$ cat config.mk
export PLATFORM = sky130hd
export DESIGN_NAME = sdram_init_gen
export DESIGN_NICKNAME = d
export VERILOG_FILES = /design/src/rtl/sdram_init_gen.sv
export SDC_FILE = /design/constraint.sdc
export NUM_CORES = 1
export LEC_CHECK = 0
export CORE_MARGIN = 1
export CORE_UTILIZATION = 25
export CTS_CLUSTER_SIZE = 25
export DETAILED_ROUTE_END_ITERATION = 6
export GPL_TIMING_DRIVEN = 0
export PLACE_DENSITY = 0.41
export SETUP_SLACK_MARGIN = 0.4
export SYNTH_ARGS = -nofsm -noshare
export SYNTH_HDL_FRONTEND = slang
export SYNTH_SLANG_ARGS = --single-unit
$ cat constraint.sdc
create_clock -name sysclk -period 2.4 [get_ports sysclk]
set_clock_uncertainty 0.15 [all_clocks]
set_input_delay 0.48 -clock sysclk [delete_from_list [all_inputs] [get_ports sysclk]]
set_output_delay 0.48 -clock sysclk [all_outputs]
set_load 0.02 [all_outputs]
$ cat src/rtl/sdram_init_gen.sv
// SDRAM power-up initialisation sequencer: wait, PRECHARGE ALL, N x AUTO REFRESH,
// MODE REGISTER SET, then signal completion. Supports re-init without the power-up wait.
module sdram_init_gen #(
    parameter int         CLK_FREQ_MHZ = 100,
    parameter int         POWERUP_US   = 200,
    parameter int         T_RP         = 2,
    parameter int         T_RFC        = 7,
    parameter int         T_MRD        = 2,
    parameter int         REF_NUM      = 2,
    parameter logic [2:0] CAS_LAT      = 3'd3,
    parameter logic [2:0] BURST_LEN    = 3'b010,
    parameter logic       BURST_TYPE   = 1'b0,
    parameter int         ADDR_W       = 13
) (
    input  logic              sysclk,
    input  logic              rst,
    input  logic              reinit_req,
    output logic [3:0]        cmd_reg,
    output logic [1:0]        sdram_ba,
    output logic [ADDR_W-1:0] sdram_addr,
    output logic              init_end_flag,
    output logic              busy
);

    localparam int POWERUP_CYC = CLK_FREQ_MHZ * POWERUP_US;
    localparam int PW          = $clog2(POWERUP_CYC + 1);

    localparam logic [3:0] CMD_NOP = 4'b0111;
    localparam logic [3:0] CMD_PRE = 4'b0010;
    localparam logic [3:0] CMD_REF = 4'b0001;
    localparam logic [3:0] CMD_MRS = 4'b0000;

    localparam logic [PW-1:0]     PWR_LAST = PW'(POWERUP_CYC);
    // Wait states last (tXX - 1) cycles, so their counters stop at tXX - 2.
    localparam logic [7:0]        TRP_LAST = 8'(T_RP - 2);
    localparam logic [7:0]        TRFC_LAST = 8'(T_RFC - 2);
    localparam logic [7:0]        TMRD_LAST = 8'(T_MRD - 2);
    localparam logic [3:0]        REF_LAST = 4'(REF_NUM);
    localparam logic [ADDR_W-1:0] ADDR_A10 = ADDR_W'(11'h400);
    localparam logic [ADDR_W-1:0] ADDR_MODE = ADDR_W'({3'b000, CAS_LAT, BURST_TYPE, BURST_LEN});

    typedef enum logic [2:0] {
        S_PWRUP = 3'd0,
        S_PRE   = 3'd1,
        S_TRP   = 3'd2,
        S_REF   = 3'd3,
        S_TRFC  = 3'd4,
        S_MRS   = 3'd5,
        S_TMRD  = 3'd6,
        S_DONE  = 3'd7
    } state_t;

    state_t            state_r, state_s;
    logic [PW-1:0]     pwr_cnt_r, pwr_cnt_s;
    logic [7:0]        dly_cnt_r, dly_cnt_s;
    logic [3:0]        ref_cnt_r, ref_cnt_s;
    logic [3:0]        cmd_s;
    logic [ADDR_W-1:0] addr_s;

    // Next-state, counter and next-output decode; outputs are registered from the next state.
    always_comb begin
        state_s   = state_r;
        pwr_cnt_s = pwr_cnt_r;
        dly_cnt_s = dly_cnt_r;
        ref_cnt_s = ref_cnt_r;
        case (state_r)
            S_PWRUP: begin
                if (pwr_cnt_r == PWR_LAST) begin
                    state_s = S_PRE;
                end else begin
                    pwr_cnt_s = pwr_cnt_r + PW'(1);
                end
            end
            S_PRE: begin
                dly_cnt_s = 8'd0;
                ref_cnt_s = 4'd0;
                state_s   = (T_RP == 1) ? S_REF : S_TRP;
            end
            S_TRP: begin
                if (dly_cnt_r == TRP_LAST) begin
                    dly_cnt_s = 8'd0;
                    state_s   = S_REF;
                end else begin
                    dly_cnt_s = dly_cnt_r + 8'd1;
                end
            end
            S_REF: begin
                dly_cnt_s = 8'd0;
                ref_cnt_s = ref_cnt_r + 4'd1;
                if (T_RFC != 1) begin
                    state_s = S_TRFC;
                end else if (ref_cnt_s == REF_LAST) begin
                    state_s = S_MRS;
                end else begin
                    state_s = S_REF;
                end
            end
            S_TRFC: begin
                if (dly_cnt_r == TRFC_LAST) begin
                    dly_cnt_s = 8'd0;
                    state_s   = (ref_cnt_r == REF_LAST) ? S_MRS : S_REF;
                end else begin
                    dly_cnt_s = dly_cnt_r + 8'd1;
                end
            end
            S_MRS: begin
                dly_cnt_s = 8'd0;
                state_s   = (T_MRD == 1) ? S_DONE : S_TMRD;
            end
            S_TMRD: begin
                if (dly_cnt_r == TMRD_LAST) begin
                    dly_cnt_s = 8'd0;
                    state_s   = S_DONE;
                end else begin
                    dly_cnt_s = dly_cnt_r + 8'd1;
                end
            end
            S_DONE: begin
                if (reinit_req) begin
                    state_s = S_PRE;
                end else begin
                    state_s = S_DONE;
                end
            end
            default: begin
                state_s   = S_PWRUP;
                pwr_cnt_s = '0;
                dly_cnt_s = 8'd0;
                ref_cnt_s = 4'd0;
            end
        endcase

        case (state_s)
            S_PRE:   cmd_s = CMD_PRE;
            S_REF:   cmd_s = CMD_REF;
            S_MRS:   cmd_s = CMD_MRS;
            default: cmd_s = CMD_NOP;
        endcase
        if (state_s == S_MRS) begin
            addr_s = ADDR_MODE;
        end else begin
            addr_s = ADDR_A10;
        end
    end

    // State, counters and registered outputs; rst overrides any reinit request.
    always_ff @(posedge sysclk) begin
        if (rst) begin
            state_r       <= S_PWRUP;
            pwr_cnt_r     <= '0;
            dly_cnt_r     <= 8'd0;
            ref_cnt_r     <= 4'd0;
            cmd_reg       <= CMD_NOP;
            sdram_addr    <= ADDR_A10;
            sdram_ba      <= 2'b00;
            init_end_flag <= 1'b0;
            busy          <= 1'b1;
        end else begin
            state_r       <= state_s;
            pwr_cnt_r     <= pwr_cnt_s;
            dly_cnt_r     <= dly_cnt_s;
            ref_cnt_r     <= ref_cnt_s;
            cmd_reg       <= cmd_s;
            sdram_addr    <= addr_s;
            sdram_ba      <= 2'b00;
            init_end_flag <= (state_s == S_DONE);
            busy          <= (state_s != S_DONE);
        end
    end

endmodule

==> results of run 1 <==
-- what timing repair did --
item                                    CTS  global route
endpoints found under the setup margin   20            17
setup buffers                             0             2
pin swaps                                 0             2
gates resized for setup                   6             9
-- report_power, final --
part	switching, mW	total, mW	internal [mW]
sequential	0.0605	0.727	0.667
clock	0.218	0.520	0.302
combinational	0.292	0.513	0.222
-- metrics by stage --
stage          hold WS, ns  instance area [µm²]
2_1_floorplan        0.297                 2040
3_3_place_gp         0.321                 2280
3_5_place_dp         0.320                 2280
4_1_cts              0.331                 2390
5_1_grt              0.354                 2430
6_report             0.325                 2430
-- routing by layer --
metal / vias to the layer above / global-route usage / routed length (µm)
met1: 737 / 0.146 / 2190
met4: 0 / 0.0278 / 21
li1: 824 / - / -
met5: - / 0 / 0
met3: 2 / 0.0260 / 97
met2: 12 / 0.179 / 1940
-- synth_stat cells, types with 2 or more instances --
cell type / count
nand4_1: 8
nand3_1: 11
a21oi_1: 11
nor4b_1: 2
xnor2_1: 12
nand2_1: 10
o21ai_0: 5
clkbuf_1: 4
nor3b_1: 2
dfxtp_1: 37
nor2_1: 30
ha_1: 7
or3_1: 2
and3_1: 2
nand4b_1: 3
nor2b_1: 3
nand2b_1: 3
inv_1: 9
mux2_2: 2
nor4_1: 4
nor4_2: 3
nor4b_2: 2
a21o_1: 2
nor3_1: 3
nand3b_1: 3
buf_2: 3
buf_4: 14
and2_1: 2
xor2_1: 4
o31ai_1: 2
-- final timing paths --
path                                           startpoint                        end  slack, ns  cells past startpoint
worst max-delay path            pwr_cnt_r[1]$_SDFFE_PP0P_  sdram_addr[10]$_SDFF_PP1_       0.47                      6
worst min-delay path            dly_cnt_r[7]$_SDFFE_PP0P_  dly_cnt_r[7]$_SDFFE_PP0P_       0.33                      2
worst max register to register  pwr_cnt_r[1]$_SDFFE_PP0P_  sdram_addr[10]$_SDFF_PP1_       0.47                      6
worst min register to register  dly_cnt_r[7]$_SDFFE_PP0P_  dly_cnt_r[7]$_SDFFE_PP0P_       0.33                      2
-- layout make-up --
cell class | count | area, µm² | area share
buffer | 23 | 155 | 0.0640
multi-input combinational | 168 | 1130 | 0.467
inverter | 9 | 33.8 | 0.0139
sequential | 37 | 743 | 0.306
clock buffer | 5 | 68.8 | 0.0284
clock inverter | 2 | 35.0 | 0.0144
timing repair buffer | 13 | 130 | 0.0536
tap | 102 | 128 | 0.0526
-- worst max-delay path, stage by stage (launching register included) --
cell     delay, ns
dfxtp_2       0.35
inv_1         0.08
ha_1          0.15
and3b_1       0.16
nand4_1       0.21
and2_4        0.26
or4b_1        0.45
-- kinds of logic (layout without fill, tap and decap cells) --
logic type      after synthesis  count (layout)  share of synthesized area
xor+xnor                     16              16                     0.0701
buf+inv                      32              52                     0.0920
fa+ha+maj                     7               7                     0.0438
other cells                   1              12                    0.00188
flops                        37              37                      0.371
simple gates                106             106                      0.328
mux                           2               2                     0.0113
compound gates               25              25                     0.0820
==> impl_summary.txt, run 1 <==
----------------------------------------------------
[Layout]
  Final core utilization ... 0.314
  Biggest register ... pwr_cnt_r
  Final std cells w/o fill ... 359
  Most frequent cells in the layout ... 35 x dfxtp_1, 29 x nor2_1, 16 x buf_4, 12 x xnor2_1, 12 x conb_1
  Layout cells sized above 1 ... 0.206
  Final antenna diode count ... 0
  Registers with the most flip-flops ... pwr_cnt_r x15, dly_cnt_r x8, ref_cnt_r x4
  Fin nets ... around 270
  Number of flip-flops in the largest register ... 15
  Area growth, synth to finish ... 21.4%
  Fill cell count ... just over 800
  Most common library cell in the layout ignoring fill and taps ... dfxtp_1

[Synth]
  Post-synthesis sequential area ratio ... 0.371
  Number of library cell types mapped by synthesis ... ~50
  Most area-consuming cells after synthesis ... dfxtp_1 37%, nor2_1 5.6%, buf_4 5.3%
  Count of flip-flops with a built-in enable after synthesis ... 0
  Main synth FF type ... dfxtp_1
  Count of synthesis-stage warnings from yosys ... 0
  Proportion of netlist area held by the largest area contributor ... 0.371
  Post-Syn Area per Cell ... 8.84 µm²
  Synthesis-stage register bit count ... 37
  Library cell occupying the most area in the post-synthesis netlist ... dfxtp_1
  Gate count after technology mapping ... around 230
  Async S/R FF share, synth ... 0
  Combined area of all synthesized cells ... ~2000 µm²

[Global routing]
  Wire length of the first global-routing pass ... 7330 µm
  GRT overflow ... 0
  Initial antenna violation count ... 0
  Number of global-route vias before repair ... between 1500 and 2000
  Global-route usage over all layers ... 0.110
  Pin count of the biggest net entering global routing ... 12

[Drt]
  Via total after detailed routing ... between 1500 and 2000
  Drt wl/cell ... ~12 µm
  Detailed router's first-iteration violation count ... between 40 and 50
  Number of remaining DRC errors ... 0
  Wirelength, routed ... about 4200 µm
  Number of detailed-routing iterations run before antenna repair ... 4
  Final ANT Viol Nets ... 0
  Routed vias/inst ... 4.39

[Pwr]
  Largest voltage drop on the vdd net ... a little over 0.0003 V
  Pwr per Cell Area ... just over 700 nW/µm²
  Post-layout total power ... ~1.8 mW
  Leakage power summed over all cells ... approximately 0.92 nW

[CTS]
  CTS Sinks ... 37
  CTS tree ... built
  Maximum clock path buffer count ... 2
  Root Buffer ... clkbuf_8
  Hold buffers post-CTS ... 0
  TritonCTS Buffers ... 5
  Clock latency reported for the late side of the worst-skew pair ... 0.28 ns
  H-Tree Level Count ... 2
  Clock-pin transition on the worst setup and hold timing paths ... around 0.07 ns

[STA]
  Min cycle time layout ... roughly 1.9 ns
  RSZ-0062 raised after global routing ... yes
  Count of final hold-check violations ... 0
  Final critical-path share of the clock period ... 0.806
  Setup slack after layout ... around 0.47 ns
  Total count of max-transition violations in the final report ... 0
  Max Fclk ... between 500 and 600 MHz
  Total Negative Setup Slacks ... 0 ns
  Final number of setup-violating endpoints ... 0

[Place]
  DP Cell Count ... 350
  RePlAce Congestion ... about 0.74
  Half-perimeter wire length after placement ... 3140 µm
  Number of buffers added on ports ... 11
  Pre-CTS setup slack ... -0.0955 ns

[Setup path]
  Largest fanout on the critical path ... 7
  Nature of the critical path startpoint ... register
  Setup Crit Path Kind ... register to register
  Type of element capturing the critical path ... register
  Crit path DAT ... between 1.5 and 2 ns
  Critical Path RT ... about 2.4 ns

[Floorplan]
  Number of standard-cell rows in the floorplan ... 32
  Core outline area ... approximately 7700 µm²
  I/O pin total ... 24
  Die Area ... around 8400 µm²
  Die extent in y ... roughly 91 µm
  Initial Util ... 0.259
  Die Width ... slightly above 90 µm

[Run]
  Max Cap Viol ... 0

[Min path]
  Path type of the worst min-delay path ... register to register

[Outcome]
  Result of the run ... finished, final reports clean

----------------------------------------------------
No activity file was read; power rests on OpenSTA's default activity.
==> run 2, diff against run 1 <==
Settings changed: PLACE_DENSITY 0.41 to 0.43.
Clock period 2.4 ns to 1.6 ns, I/O delays scaled along.
==> run 2 against run 1 <==
The run now ends with setup timing left. Combinational power grew to 2.6 times the previous value. Critical path depth stayed put. Global-route usage is 1.2 points higher. Die area stayed put. Cell area is 28% higher. Sequential share of layout area is 5.5 points lower. Sequential cell count stayed put. Maximum frequency is 6.5% higher. Worst setup slack worse by 0.68 ns. Non-clock buffer count is 29 higher. Power is 77% higher. Largest power group is now combinational logic. Highest routed layer unchanged.
==> impl_summary.txt, run 2 (synthesis results as in run 1) <==
----------------------------------------------------
[Layout]
  Number of flip-flops in the largest register ... 15 (unchanged)
  Final std cells w/o fill ... 389 (was 359)
  Registers with the most flip-flops ... pwr_cnt_r x15, dly_cnt_r x8, ref_cnt_r x4 (unchanged)
  Fin nets ... 296 (was 267)
  Biggest register ... pwr_cnt_r (unchanged)
  Most frequent cells in the layout ... 32 x buf_4, 25 x buf_6, 21 x nor2_1, 18 x dfxtp_2, 14 x dfxtp_1 (was 35 x dfxtp_1, 29 x nor2_1, 16 x buf_4, 12 x xnor2_1, 12 x conb_1)
  Final antenna diode count ... 0 (unchanged)
  Most common library cell in the layout ignoring fill and taps ... buf_4 (was dfxtp_1)
  Final core utilization ... 0.402 (was 0.314)
  Area growth, synth to finish ... 55.5% (was 21.4%)
  Layout cells sized above 1 ... 0.544 (was 0.206)

[Floorplan]
  Core outline area ... 7730 µm² (unchanged)
  Die Width ... 91.4 µm (unchanged)
  Die extent in y ... 91.4 µm (unchanged)
  Number of standard-cell rows in the floorplan ... 32 (unchanged)
  I/O pin total ... 24 (unchanged)
  Initial Util ... 0.259 (unchanged)
  Die Area ... 8350 µm² (unchanged)

[STA]
  Count of final hold-check violations ... 0 (unchanged)
  Final number of setup-violating endpoints ... 18 (was 0)
  Total count of max-transition violations in the final report ... 0 (unchanged)
  Setup slack after layout ... -0.216 ns (was 0.466 ns)
  Max Fclk ... 551 MHz (was 517 MHz)
  Final critical-path share of the clock period ... 1.13 (was 0.806)
  Min cycle time layout ... 1.82 ns (was 1.93 ns)
  RSZ-0062 raised after global routing ... yes (unchanged)

[Place]
  Pre-CTS setup slack ... -0.561 ns (was -0.0955 ns)
  RePlAce Congestion ... 0.733 (was 0.738)
  DP Cell Count ... 350 (unchanged)
  Half-perimeter wire length after placement ... 3140 µm (about the same)
  Number of buffers added on ports ... 11 (unchanged)

[CTS]
  Root Buffer ... clkbuf_8 (unchanged)
  Clock latency reported for the late side of the worst-skew pair ... 0.29 ns (was 0.28 ns)
  Maximum clock path buffer count ... 2 (unchanged)
  CTS tree ... built (unchanged)
  CTS Sinks ... 37 (unchanged)
  TritonCTS Buffers ... 5 (unchanged)
  Clock-pin transition on the worst setup and hold timing paths ... 0.07 ns (about the same)
  H-Tree Level Count ... 2 (unchanged)

[Setup path]
  Type of element capturing the critical path ... register (unchanged)
  Largest fanout on the critical path ... 5 (was 7)
  Nature of the critical path startpoint ... register (unchanged)
  Count of cells along the worst register-to-register path ... 6 (unchanged)
  Crit path DAT ... 1.83 ns (was 1.95 ns)
  Setup Crit Path Kind ... register to register (unchanged)
  Slack of the worst reg-to-reg path ... -0.22 ns (was 0.47 ns)
  Critical Path RT ... 1.62 ns (was 2.41 ns)

[Drt]
  Drt wl/cell ... 12.5 µm (was 11.8 µm)
  Detailed router's first-iteration violation count ... 60 (was 44)
  Wirelength, routed ... 4850 µm (was 4250 µm)
  Routed vias/inst ... 4.41 (was 4.39)
  Final ANT Viol Nets ... 0 (unchanged)
  Number of remaining DRC errors ... 0 (unchanged)
  Via total after detailed routing ... 1716 (was 1575)
  Number of detailed-routing iterations run before antenna repair ... 4 (unchanged)

[Global routing]
  Number of global-route vias before repair ... 1547 (was 1553)
  Initial antenna violation count ... 0 (unchanged)
  Wire length of the first global-routing pass ... 7870 µm (was 7330 µm)
  GRT overflow ... 0 (unchanged)
  Pin count of the biggest net entering global routing ... 12 (unchanged)
  Global-route usage over all layers ... 0.122 (was 0.110)

[Pwr]
  Leakage power summed over all cells ... 1.14 nW (was 0.916 nW)
  Largest voltage drop on the vdd net ... 0.000401 V (was 0.000304 V)
  Pwr per Cell Area ... 1000 nW/µm² (was 726 nW/µm²)

[Outcome]
  Violations in the final reports ... setup timing
  Result of the run ... complete, but fails checks (was finished, final reports clean)

[Min path]
  Path type of the worst min-delay path ... register to register (unchanged)
  Instance count along the most critical hold path ... 2 (unchanged)

[Run]
  Max Cap Viol ... 0 (unchanged)

----------------------------------------------------
[run 2: final timing paths]
check,startpoint,to
setup / recovery,ref_cnt_r[0]$_SDFFE_PP0P_,sdram_addr[10]$_SDFF_PP1_
hold / removal,dly_cnt_r[1]$_SDFFE_PP0P_,dly_cnt_r[1]$_SDFFE_PP0P_
setup reg to reg,ref_cnt_r[0]$_SDFFE_PP0P_,sdram_addr[10]$_SDFF_PP1_
hold reg to reg,dly_cnt_r[1]$_SDFFE_PP0P_,dly_cnt_r[1]$_SDFFE_PP0P_
[run 2: through the flow]
stage          cell area (µm²)  power [mW]  hold WS (ns)  setup TNS, ns
2_1_floorplan             2140        1.71         0.297         -0.525
3_3_place_gp              2380        1.92         0.315         -15.31
3_5_place_dp              2380        1.92         0.322         -15.58
4_1_cts                   2880        2.99         0.342          -2.15
5_1_grt                   3110        3.34         0.367          -2.75
6_report                  3110        3.11         0.349          -1.59
[run 2: where the power goes]
group | internal, mW | switching (mW) | leakage (nW) | total (mW)
logic | 0.693 | 0.656 | 0.790 | 1.35
registers | 1.02 | 0.107 | 0.308 | 1.13
clock network | 0.302 | 0.332 | 0.0450 | 0.634
[run 2: final cells by class]
class / count / area [µm²]
Fill cell: 772 / 4620
Multi-Input combinational cell: 168 / 1450
Sequential cell: 37 / 782
Timing Repair Buffer: 42 / 409
Buffer: 23 / 216
Tap cell: 102 / 128
Clock buffer: 6 / 72.6
Inverter: 9 / 38.8
Clock inverter: 2 / 10.0
[run 2: routing by layer]
metal,share of wire,global-route usage,vias up
met4,0.014,0.0437,0
met3,0.022,0.0302,5
met2,0.47,0.192,23
met5,0,0,-
met1,0.50,0.162,803
li1,-,-,885
[run 2: critical path, cell delays in order (launching register included)]
cell and delay (ns):
dfxtp_4 0.36, inv_2 0.06, ha_4 0.12, nor3b_4 0.23, nor4_4 0.08, a21o_1 0.18
or4b_1 0.51
[run 2: timing repair]
item / in CTS / in global routing
buffers inserted: 21 / 9
gates cloned: 1 / 0
resized for setup: 114 / 41
pin swaps: 30 / 26
hold buffers: 0 / 0
setup endpoints to repair: 46 / 46
==> run 3, diff against run 2 <==
--- a/config.mk
+++ b/config.mk
@@ -6,5 +6,5 @@
 export NUM_CORES = 1
 export LEC_CHECK = 0
-export CORE_MARGIN = 1
+export CORE_MARGIN = 10
 export CORE_UTILIZATION = 25
 export CTS_CLUSTER_SIZE = 25
==> constraint.sdc (replaced) <==
create_clock -name sysclk -period 1.6 [get_ports sysclk]
set_clock_uncertainty 0.15 [all_clocks]
set_input_delay 0.24 -clock sysclk [delete_from_list [all_inputs] [get_ports sysclk]]
set_output_delay 0.24 -clock sysclk [all_outputs]
set_load 0.02 [all_outputs]
==> run 3 against run 2 <==
The flow still finishes with violations (setup timing). Cell area decreased by 0.93%. Largest cell class unchanged. Clock-buffer cell count decreased by 1. Power increased by 8.7%. Via count increased by 6.1%.
==> impl_summary.txt, run 3 (synthesis results as in run 1) <==
----------------------------------------------------
[Global routing]
  Initial antenna violation count ... 0 (unchanged)
  Global-route usage over all layers ... 0.0886 (was 0.122)
  Wire length of the first global-routing pass ... 8490 µm (was 7870 µm)
  Number of global-route vias before repair ... 1741 (was 1547)
  GRT overflow ... 0 (unchanged)
  Pin count of the biggest net entering global routing ... 13 (was 12)

[CTS]
  H-Tree Level Count ... 2 (unchanged)
  CTS Sinks ... 37 (unchanged)
  Root Buffer ... clkbuf_8 (unchanged)
  Maximum clock path buffer count ... 2 (unchanged)
  TritonCTS Buffers ... 5 (unchanged)
  CTS tree ... built (unchanged)
  Clock latency reported for the late side of the worst-skew pair ... 0.29 ns (about the same)
  Clock-pin transition on the worst setup and hold timing paths ... 0.08 ns (was 0.07 ns)
  Hold buffers post-CTS ... 0 (unchanged)

[Layout]
  Biggest register ... pwr_cnt_r (unchanged)
  Most frequent cells in the layout ... 36 x buf_4, 25 x nor2_1, 21 x buf_6, 20 x dfxtp_1, 13 x dfxtp_2 (was 32 x buf_4, 25 x buf_6, 21 x nor2_1, 18 x dfxtp_2, 14 x dfxtp_1)
  Final antenna diode count ... 0 (unchanged)
  Number of flip-flops in the largest register ... 15 (unchanged)
  Post-route cell area ... 3080 µm² (was 3110 µm²)
  Area growth, synth to finish ... 54.0% (was 55.5%)
  Most common library cell in the layout ignoring fill and taps ... buf_4 (unchanged)
  Final std cells w/o fill ... 395 (was 389)
  Fill cell count ... 775 (was 772)
  Layout cells sized above 1 ... 0.505 (was 0.544)
  Registers with the most flip-flops ... pwr_cnt_r x15, dly_cnt_r x8, ref_cnt_r x4 (unchanged)
  Fin nets ... 302 (was 296)

[Drt]
  Detailed router's first-iteration violation count ... 93 (was 60)
  Number of detailed-routing iterations run before antenna repair ... 4 (unchanged)
  Wirelength, routed ... 5270 µm (was 4850 µm)
  Routed vias/inst ... 4.61 (was 4.41)
  Number of remaining DRC errors ... 0 (unchanged)
  Final ANT Viol Nets ... 0 (unchanged)
  Drt wl/cell ... 13.3 µm (was 12.5 µm)
  Via total after detailed routing ... 1820 (was 1716)

[STA]
  RSZ-0062 raised after global routing ... yes (unchanged)
  Max Fclk ... 549 MHz (was 551 MHz)
  Final critical-path share of the clock period ... 1.14 (was 1.13)
  Total count of max-transition violations in the final report ... 0 (unchanged)
  Setup slack after layout ... -0.220 ns (was -0.216 ns)
  Min cycle time layout ... 1.82 ns (about the same)
  Final number of setup-violating endpoints ... 20 (was 18)
  Count of final hold-check violations ... 0 (unchanged)

[Place]
  RePlAce Congestion ... 0.715 (was 0.733)
  Half-perimeter wire length after placement ... 3330 µm (was 3140 µm)
  Pre-CTS setup slack ... -0.666 ns (was -0.561 ns)
  Number of buffers added on ports ... 11 (unchanged)
  Placed standard-cell area ... 2380 µm² (about the same)
  DP Cell Count ... 350 (unchanged)

[Floorplan]
  Die extent in y ... 109 µm (was 91.4 µm)
  Initial Util ... 0.257 (was 0.259)
  Die Area ... 12000 µm² (was 8350 µm²)
  Number of standard-cell rows in the floorplan ... 32 (unchanged)
  Core outline area ... 7770 µm² (was 7730 µm²)
  I/O pin total ... 24 (unchanged)
  Die Width ... 109 µm (was 91.4 µm)

[Outcome]
  Violations in the final reports ... setup timing (unchanged)
  Result of the run ... complete, but fails checks (unchanged)

[Run]
  Max Cap Viol ... 0 (unchanged)

[Setup path]
  Critical Path RT ... 1.62 ns (about the same)
  Setup Crit Path Kind ... register to register (unchanged)
  Count of cells along the worst register-to-register path ... 6 (unchanged)
  Crit path DAT ... 1.84 ns (was 1.83 ns)
  Largest fanout on the critical path ... 4 (was 5)
  Type of element capturing the critical path ... register (unchanged)
  Nature of the critical path startpoint ... register (unchanged)

[Min path]
  Path type of the worst min-delay path ... register to register (unchanged)
  Instance count along the most critical hold path ... 2 (unchanged)

[Pwr]
  Pwr per Cell Area ... 1100 nW/µm² (was 1000 nW/µm²)
  Leakage power summed over all cells ... 1.17 nW (was 1.14 nW)
  Largest voltage drop on the vdd net ... 0.000420 V (was 0.000401 V)

----------------------------------------------------
[run 3: cell types whose count changed in the layout (fill, tap and decap cells not counted), sizes merged]
cell / delta
buf: +6
bufinv: +2
clkbuf: -1
clkinv: -1
[run 3: worst paths after layout]
check,endpoint,slack (ns),start
worst min register to register,dly_cnt_r[7]$_SDFFE_PP0P_,0.36,dly_cnt_r[7]$_SDFFE_PP0P_
worst max register to register,sdram_addr[10]$_SDFF_PP1_,-0.22,ref_cnt_r[0]$_SDFFE_PP0P_
worst min-delay path,dly_cnt_r[7]$_SDFFE_PP0P_,0.36,dly_cnt_r[7]$_SDFFE_PP0P_
worst max-delay path,sdram_addr[10]$_SDFF_PP1_,-0.22,ref_cnt_r[0]$_SDFFE_PP0P_
[run 3: routing by layer]
layer	vias to the layer above	global-route usage	part of all wire
li1	895	-	-
met1	875	0.107	0.45
met2	45	0.148	0.48
met5	-	0	0
met3	5	0.0211	0.056
met4	0	0.0362	0.016
[run 3: repair_timing]
item                       4_1_cts  5_1_grt
setup buffers                   29        6
resized for setup              101       26
cloned                           1        1
pin swaps                       27       21
setup endpoints to repair       46       40
[run 3: power breakdown]
part           internal [mW]  total, mW  switching (mW)
Sequential              1.02       1.11          0.0982
Clock                  0.620      0.965           0.346
Combinational          0.664       1.31           0.641
[run 3: through the flow]
stage	TNS [ns]	power, mW	util	hold slack [ns]
global route	-3.25	3.57	0.396	0.389
CTS	-2.11	3.30	0.378	0.342
global placement	-14.29	1.92	0.306	0.315
floorplan	-0.546	1.71	-	0.232
finish	-1.69	3.38	0.396	0.355
detailed placement	-14.69	1.92	0.306	0.318
[run 3: area by class of cell]
class | instances | area (µm²) | share of cell area
multi-input combinational | 168 | 1390 | 0.451
sequential | 37 | 772 | 0.251
timing repair buffer | 48 | 408 | 0.133
buffer | 23 | 213 | 0.0691
tap | 102 | 128 | 0.0415
clock buffer | 5 | 68.8 | 0.0224
clock inverter | 3 | 65.1 | 0.0211
inverter | 9 | 36.3 | 0.0118
[run 3: critical path, cell delays in order, from the launching register on]
cell     delay (ns)
dfxtp_2        0.34
inv_2          0.06
ha_4           0.12
nor3b_4        0.24
nor4_4         0.08
a21o_1         0.21
or4b_1         0.51
